## src/rtl/pipe_hazard_ctrl.sv

```systemverilog
// Pipeline hazard controller: memory-wait stall FSM, branch flush/recover,
// load-use (or full decode-hazard) stall and operand forwarding.
// Build option: define HAZ_FWD_EN to enable forwarding and the narrow
// load-use stall; without it, forwards stay 00 and any decode read of a
// pending E/M destination stalls.
//
// state    | meaning
// RUN      | normal flow; starts memory waits, branch flushes, hazard stalls
// MEMWAIT  | data memory busy; whole pipe held until ack or timeout
// RECOVER  | one cycle after a taken branch; execute bubble only
module pipe_hazard_ctrl #(
  parameter int WAIT_MAX = 15
) (
  input  logic       clk,
  input  logic       rst,
  input  logic [3:0] i_RA1D,
  input  logic [3:0] i_RA2D,
  input  logic [3:0] i_RA1E,
  input  logic [3:0] i_RA2E,
  input  logic [3:0] i_WA3E,
  input  logic       i_RegWriteE,
  input  logic       i_MemtoRegE,
  input  logic [3:0] i_WA3M,
  input  logic       i_RegWriteM,
  input  logic       i_MemtoRegM,
  input  logic       i_MemWriteM,
  input  logic       i_PCSrcM,
  input  logic [3:0] i_WA3W,
  input  logic       i_RegWriteW,
  input  logic       i_mem_ack,
  output logic       o_StallF,
  output logic       o_StallD,
  output logic       o_StallE,
  output logic       o_StallM,
  output logic       o_FlushD,
  output logic       o_FlushE,
  output logic [1:0] o_ForwardAE,
  output logic [1:0] o_ForwardBE,
  output logic       o_mem_req,
  output logic [1:0] o_state,
  output logic       o_timeout
);

  typedef enum logic [1:0] {
    ST_RUN     = 2'b00,
    ST_MEMWAIT = 2'b01,
    ST_RECOVER = 2'b10,
    ST_BAD     = 2'b11
  } state_t;

  // Last counter value before a wait is declared timed out.
  localparam logic [7:0] LP_CNT_LAST = 8'(WAIT_MAX - 1);

  state_t     r_state, w_state_nxt;
  logic [7:0] r_cnt, w_cnt_nxt;
  logic       r_timeout, w_timeout_set;
  logic       w_mem_access, w_dec_hazard;
  logic       w_stall_f, w_stall_d, w_stall_e, w_stall_m, w_flush_d, w_flush_e;
  logic [1:0] w_fwd_a, w_fwd_b;

  assign w_mem_access = i_MemtoRegM | i_MemWriteM;

`ifdef HAZ_FWD_EN
  // Forward select per operand; memory stage has the newer value so it wins.
  always_comb begin
    w_fwd_a = 2'b00;
    w_fwd_b = 2'b00;
    if (i_RegWriteM && (i_WA3M == i_RA1E))      w_fwd_a = 2'b10;
    else if (i_RegWriteW && (i_WA3W == i_RA1E)) w_fwd_a = 2'b01;
    if (i_RegWriteM && (i_WA3M == i_RA2E))      w_fwd_b = 2'b10;
    else if (i_RegWriteW && (i_WA3W == i_RA2E)) w_fwd_b = 2'b01;
  end

  // Only a load in E cannot be covered by forwarding.
  assign w_dec_hazard = i_MemtoRegE & i_RegWriteE &
                        ((i_WA3E == i_RA1D) | (i_WA3E == i_RA2D));
`else
  assign w_fwd_a = 2'b00;
  assign w_fwd_b = 2'b00;

  // No bypass network: any in-flight writer of a decode source must drain.
  assign w_dec_hazard = (i_RegWriteE & ((i_WA3E == i_RA1D) | (i_WA3E == i_RA2D))) |
                        (i_RegWriteM & ((i_WA3M == i_RA1D) | (i_WA3M == i_RA2D)));

  logic w_unused_nofwd;
  assign w_unused_nofwd = ^{i_RA1E, i_RA2E, i_WA3W, i_RegWriteW, i_MemtoRegE};
`endif

  // Next-state, wait counter and hazard decode.
  always_comb begin
    w_state_nxt   = r_state;
    w_cnt_nxt     = 8'd0;
    w_timeout_set = 1'b0;
    w_stall_f     = 1'b0;
    w_stall_d     = 1'b0;
    w_stall_e     = 1'b0;
    w_stall_m     = 1'b0;
    w_flush_d     = 1'b0;
    w_flush_e     = 1'b0;
    o_mem_req     = 1'b0;
    case (r_state)
      ST_RUN: begin
        o_mem_req = w_mem_access;
        if (w_mem_access && !i_mem_ack) begin
          {w_stall_f, w_stall_d, w_stall_e, w_stall_m} = 4'hF;
          w_state_nxt = ST_MEMWAIT;
        end else if (i_PCSrcM) begin
          w_flush_d   = 1'b1;
          w_flush_e   = 1'b1;
          w_state_nxt = ST_RECOVER;
        end else if (w_dec_hazard) begin
          w_stall_f = 1'b1;
          w_stall_d = 1'b1;
          w_flush_e = 1'b1;
        end
      end
      ST_MEMWAIT: begin
        o_mem_req = w_mem_access;
        if (i_mem_ack) begin
          // A branch that waited behind the access is taken now.
          if (i_PCSrcM) begin
            w_flush_d   = 1'b1;
            w_flush_e   = 1'b1;
            w_state_nxt = ST_RECOVER;
          end else begin
            w_state_nxt = ST_RUN;
          end
        end else begin
          {w_stall_f, w_stall_d, w_stall_e, w_stall_m} = 4'hF;
          if (r_cnt == LP_CNT_LAST) begin
            w_timeout_set = 1'b1;
            w_state_nxt   = ST_RUN;
          end else begin
            w_cnt_nxt = r_cnt + 8'd1;
          end
        end
      end
      ST_RECOVER: begin
        w_flush_e   = 1'b1;
        w_state_nxt = ST_RUN;
      end
      default: w_state_nxt = ST_RUN;
    endcase
  end

  // Reset silences every stall/flush/forward at once, not just next cycle.
  always_comb begin
    o_StallF    = w_stall_f & ~rst;
    o_StallD    = w_stall_d & ~rst;
    o_StallE    = w_stall_e & ~rst;
    o_StallM    = w_stall_m & ~rst;
    o_FlushD    = w_flush_d & ~rst;
    o_FlushE    = w_flush_e & ~rst;
    o_ForwardAE = rst ? 2'b00 : w_fwd_a;
    o_ForwardBE = rst ? 2'b00 : w_fwd_b;
  end

  // State, wait counter and sticky timeout registers.
  always_ff @(posedge clk) begin
    if (rst) begin
      r_state   <= ST_RUN;
      r_cnt     <= 8'd0;
      r_timeout <= 1'b0;
    end else begin
      r_state   <= w_state_nxt;
      r_cnt     <= w_cnt_nxt;
      r_timeout <= r_timeout | w_timeout_set;
    end
  end

  assign o_state   = r_state;
  assign o_timeout = r_timeout;

endmodule

```

## config.mk

```make
export PLATFORM = sky130hd
export DESIGN_NAME = pipe_hazard_ctrl
export DESIGN_NICKNAME = d
export VERILOG_FILES = /design/src/rtl/pipe_hazard_ctrl.sv
export SDC_FILE = /design/constraint.sdc
export NUM_CORES = 1
export LEC_CHECK = 0
export ABC_AREA = 0
export ABC_CLOCK_PERIOD_IN_PS = 1710
export CAP_MARGIN = 20
export CORE_MARGIN = 4
export CORE_UTILIZATION = 35
export CTS_CLUSTER_DIAMETER = 80
export DETAILED_ROUTE_END_ITERATION = 6
export PLACE_DENSITY = 0.9
export SYNTH_ARGS = -nofsm -noshare
export SYNTH_HDL_FRONTEND = slang
export SYNTH_SLANG_ARGS = --single-unit
```

## constraint.sdc

```tcl
create_clock -name clk -period 1.71 [get_ports clk]
set_clock_uncertainty 0.15 [all_clocks]
set_input_delay 0.171 -clock clk [delete_from_list [all_inputs] [get_ports clk]]
set_output_delay 0.171 -clock clk [all_outputs]
set_load 0.1 [all_outputs]
```

==> Word level (Yosys, flattened, before mapping) <==
Cells that the tools add are included.
{ "totals": {"in_bits": 38, "wordCells": 56, "out_inout_bits": 14, "ff_bits": 11} }
{ "classes": {"eq_ne": 9, "add_sub_neg": 1, "n_reduce_logical": 6, "bitwise_logic": 13, "n_mux": 24} }
{ "op_table": {"columns": ["operator", "count"], "rows": [
  ["$eq A4 B4 Y1", 4],
  ["$mux W1", 14],
  ["$mux W2", 5],
  ["$add A8 B1 Y8 const B", 1],
  ["$eq A8 B4 Y1 const B", 1],
  ["$and A1 B1 Y1", 6],
  ["$ne A3 B3 Y1 const B", 2],
  ["$pmux W1 S2", 3],
  ["$or A1 B1 Y1", 5],
  ["$pmux W2 S2", 1],
  ["$reduce_or A4 Y1", 1],
  ["$pmux W1 S3", 1],
  ["$eq A2 B1 Y1 const B", 1],
  ["$eq A2 B2 Y1 const B", 1],
  ["$logic_not A2 Y1", 1],
  ["$not A1 Y1", 2],
  ["$reduce_and A2 Y1", 1],
  ["$reduce_or A2 Y1", 1],
  ["$logic_and A1 B1 Y1", 1],
  ["$logic_not A1 Y1", 1]
]} }

==> Longest topological paths before layout <==
{ "logic_depth": {"depth_word": 9, "depth_mapped": 5, "depth_no_buf": 5} }

==> Worst setup path before layout <==
No wires, ideal clock.
{ "synth_path": {"path_type": "reg2out", "from": "register r_state[0] (netlist: o_state[0])", "to": "output o_FlushD", "path_buffers": 1, "t_arrival_ns": 4.307, "stages_incl_launch_ff": 5, "required_time_ns": 1.389, "setup_slack_ns": -2.918, "cell_sequence": "dfxtp_1 > clkbuf_2 > nor3_1 > nor2_1 > nor4b_1"} }
{ "synth_via": {"elab_chain_cells": 3, "elab_cells_between_ends": 4, "classes_between": "eq/ne: 1; mux: 1; bitwise: 1; reduce/logical: 1"} }
{ "synth_rtl": {"columns": ["element", "line_no", "source"], "rows": [
  ["start, declared", "54", "state_t r_state, w_state_nxt;"],
  ["start signal, assigned", "165", "r_state <= w_state_nxt;"],
  ["$eq A2 B1 Y1 / $logic_not A2 Y1 (equally long branches)", "101", "case (r_state)"],
  ["$pmux W1 S2 (*)", "101", null],
  ["$and A1 B1 Y1 (*)", "152", "o_FlushD = w_flush_d & ~rst;"],
  ["end, declared", "35", "output logic o_FlushD,"]
]} }
Every way passes the cells marked *; elsewhere a longest branch is shown, timed or not.

==> Worst setup path after layout <==
{ "layout_path": {"from": "input i_WA3E[1]", "to": "output o_StallF"} }
{ "layout_via": {"elab_chain_cells": 9, "elab_cells_between_ends": 10, "classes_between": "eq/ne: 2; mux: 4; bitwise: 4"} }
{ "layout_rtl": {"columns": ["element", "line_no", "source"], "rows": [
  ["start, declared", "20", "input logic [3:0] i_WA3E,"],
  ["$eq A4 B4 Y1", "82", "assign w_dec_hazard = (i_RegWriteE & ((i_WA3E == i_RA1D) | (i_WA3E == i_RA2D))) |"],
  ["$or A1 B1 Y1 (*)", "82", null],
  ["$and A1 B1 Y1 (*)", "82", null],
  ["$or A1 B1 Y1 (*)", "82", null],
  ["$mux W1 (*)", "111", "end else if (w_dec_hazard) begin"],
  ["$mux W1 (*)", "107", "end else if (i_PCSrcM) begin"],
  ["$mux W1 (*)", "104", "if (w_mem_access && !i_mem_ack) begin"],
  ["$pmux W1 S2 (*)", "101", null],
  ["$and A1 B1 Y1 (*)", "148", "o_StallF = w_stall_f & ~rst;"],
  ["end, declared", "31", "output logic o_StallF,"]
]} }
Marked as above.

==> results_dict.tcl <==
set metrics [dict create \
    p_seq_share_pct 29.9 \
    h-tree-depth 1 \
    viasPerCell 5.22 \
    startpoint "i_WA3E[1]" \
    cts_made_buffers 3 \
    ios 52 \
    gp_congestion 0.940 \
    grt_max_degree 10 \
    switching_share_pct 41.3 \
    reg2reg_slack_ps 150 \
    setup_tns_ps -550 \
    rows 16 \
    min_period_ps 1850 \
    peakVddDrop_mv 0.506 \
    min_path_type "input pin to register" \
    clk_latency_ps 270 \
    finalHoldViolCount 0 \
    path_depth 8 \
    nets 184 \
    yosysWarnings 0 \
    antenna_found_initial 0 \
    final_util_pct 76.1 \
    synth_area_leaders "dfxtp_1 (28%), xor2_1 (23%), nor2_1 (6.2%), buf_4 (5.7%), nor4_2 (4.8%)" \
    synth_edf_count 0 \
    fmax_mhz 540 \
    antennaDiodeCount 0 \
    crit_path_cell_trace "buf_6 -> buf_6 -> xor2_2 -> nor4_2 -> buf_4 -> o211ai_1 -> nand3_4 -> buf_12" \
    power_uw 885 \
    power.density_mw_per_mm2 569 \
    cts_root_buf "clkbuf_4" \
    grt_pass1_wl_um 4950 \
    wl_um 3080 \
    cp-endpoint "o_StallF" \
    ys_seq_area_share_pct 28.0 \
    p_int_uw 519 \
    cts_tree "built" \
    crit_path_frequent_cell "buf_6" \
    die_x_um 55.4 \
    setup_viol 6 \
    yosys_register_bits 11 \
    grtUsageTotal_pct 20.5 \
    ys_dominant_reg_cell "dfxtp_1" \
    grt_remaining_overflow 0 \
    drt-wirelength-per-cell_um 18.1 \
    clkSinkCount 11 \
    drc 0 \
    multi_input_area_um2 704 \
    failed_checks "negative setup slack" \
    maxCapViolCount 0 \
    clock_path_buffers 2 \
    slowest_delay_ps 350 \
    drive_gt1_share_pct 50.3 \
    grt_pass1_vias 1008 \
    register_area_um2 228 \
    areaGrowthSynthToFinish_pct 97.5 \
    status "complete, but fails checks" \
    r2r-end "o_state[0]$_SDFFE_PP0P_" \
    crit_family "buffers and inverters" \
    fp.dieH_um 55.4 \
    mostFrequentLayoutCell "xor2_1" \
    layout_common_cells "xor2_1 (16), buf_4 (13), nor2_1 (11), buf_12 (11), dfxtp_1 (9)" \
    initial_core_util_pct 38.5 \
    ant_nets 0 \
    critPathRequiredTime_ps 1390 \
    combPwrFrac_pct 50.3 \
    dr.pass1.iters 4 \
    critPathLaunchType "input pin" \
    postSynth.asyncResetShare_pct 0 \
    avgSynthCellArea_um2 8.55 \
    clk_transition_reported_paths_ps 60 \
    drt_iter0_markers 17 \
    rr_startpoint "o_state[1]$_SDFFE_PP0P_" \
    leakage_nw 0.665 \
    synth.distinct_cells 28 \
    synth_top_area_share_pct 28.0 \
    hpwl_um 1970 \
    mappedNetlistArea_um2 787 \
    cp-end-kind "primary output" \
    fin_ws_ps -142 \
    clock_power_share_pct 19.9 \
    vias 888 \
    crit_buf_inv 4 \
    syn_inst 92 \
    fin_crit_sh_pct 108 \
    slew_viol_final 0 \
    fillCellCount 123 \
    worstPathArrival_ps 1530 \
    place_ws_ps -371 \
    synth_largest_area_cell "dfxtp_1" \
    r2r_cells 7 \
    die_area_mm2 0.00307 \
    min_from "rst" \
    critical_path_class "input pin to primary output" \
    coreArea_mm2 0.00204 \
    postCtsHoldBufs 0 \
    port_buffers 33 \
    crit_path_top_delay_cell "nor4_2" \
    switchingPower_uw 365 \
    rsz0062_at_grt "true" \
    worst-path-max-fanout 2 \
]
-- sequential cells by signal, summed over array words and instances (netlist names) --
signal and count:
o_state 2, o_timeout 1, r_cnt 8
-- synthesized netlist by cell type, types with 3 or more instances --
master   instances
dfxtp_1         11
a21oi_1          3
nor2_1          13
nand2_1          4
buf_4            6
nor4_2           3
xor2_1          21
nor4_1           3
-- layer usage --
layer / track usage [%] / vias to the layer above / wire length (um)
li1: - / 408 / -
met1: 22.4 / 428 / 1150
met2: 39.7 / 44 / 1670
met3: 3.03 / 8 / 158
met4: 6.60 / 0 / 96
met5: 0 / - / 0
-- layout make-up --
cell class,count,share of cell area [%]
clock buffer,4,1.69
inverter,2,0.725
multi-input combinational,74,45.3
sequential,11,14.7
tap,27,2.17
timing repair buffer,52,35.4
-- power by group through the flow --
stage / sequential, mW / clock (mW) / combinational [mW]
finish: 0.264 / 0.176 / 0.445
global route: 0.264 / 0.189 / 0.461
CTS: 0.264 / 0.182 / 0.420
detailed placement: 0.268 / 0 / 0.393
global placement: 0.268 / 0 / 0.387
floorplan: 0.285 / 0 / 0.231
-- worst reg2reg max path, delay by kind of cell, from the launching register on --
kind	cells	cell delay (ps)
AO/OA/AOI/OAI	1	100
flip-flops	1	360
AND/OR/NAND/NOR	2	350
buffers and inverters	4	540
-- cells by family after synthesis --
family / count (synthesis) / synth area share [%]
xor+xnor: 22 / 24.5
buf+inv: 10 / 7.95
compound gates: 9 / 6.99
fa+ha+maj: 2 / 3.18
other cells: 1 / 0.476
simple gates: 37 / 28.9
flops: 11 / 28.0
-- timing repair --
item | in CTS | in global routing
setup buffers | 6 | 2
gates cloned | 0 | 0
gates resized for setup | 63 | 17
setup endpoints to repair | 6 | 6
pin swaps | 21 | 14
-- metrics by stage --
| step | cell area (um^2) | instances | hold WS [ps] |
|---|---|---|---|
| 2_1_floorplan | 922 | 95 | 90.4 |
| 3_3_place_gp | 1370 | 158 | 302 |
| 3_5_place_dp | 1370 | 158 | 334 |
| 4_1_cts | 1530 | 168 | 297 |
| 5_1_grt | 1550 | 170 | 309 |
| 6_report | 1550 | 170 | 300 |
-- worst min-delay path by stage --
stage	slack, ps	cells past startpoint	endpoint
2_1_floorplan	90	1	o_state[1]$_SDFFE_PP0P_
3_3_place_gp	300	1	r_cnt[0]$_SDFF_PP0_
3_5_place_dp	330	1	r_cnt[0]$_SDFF_PP0_
4_1_cts	300	3	o_timeout$_SDFF_PP0_
5_1_grt	310	3	o_state[1]$_SDFFE_PP0P_
6_report	300	3	o_timeout$_SDFF_PP0_
Note: power is estimated with default switching activity, not from simulation.
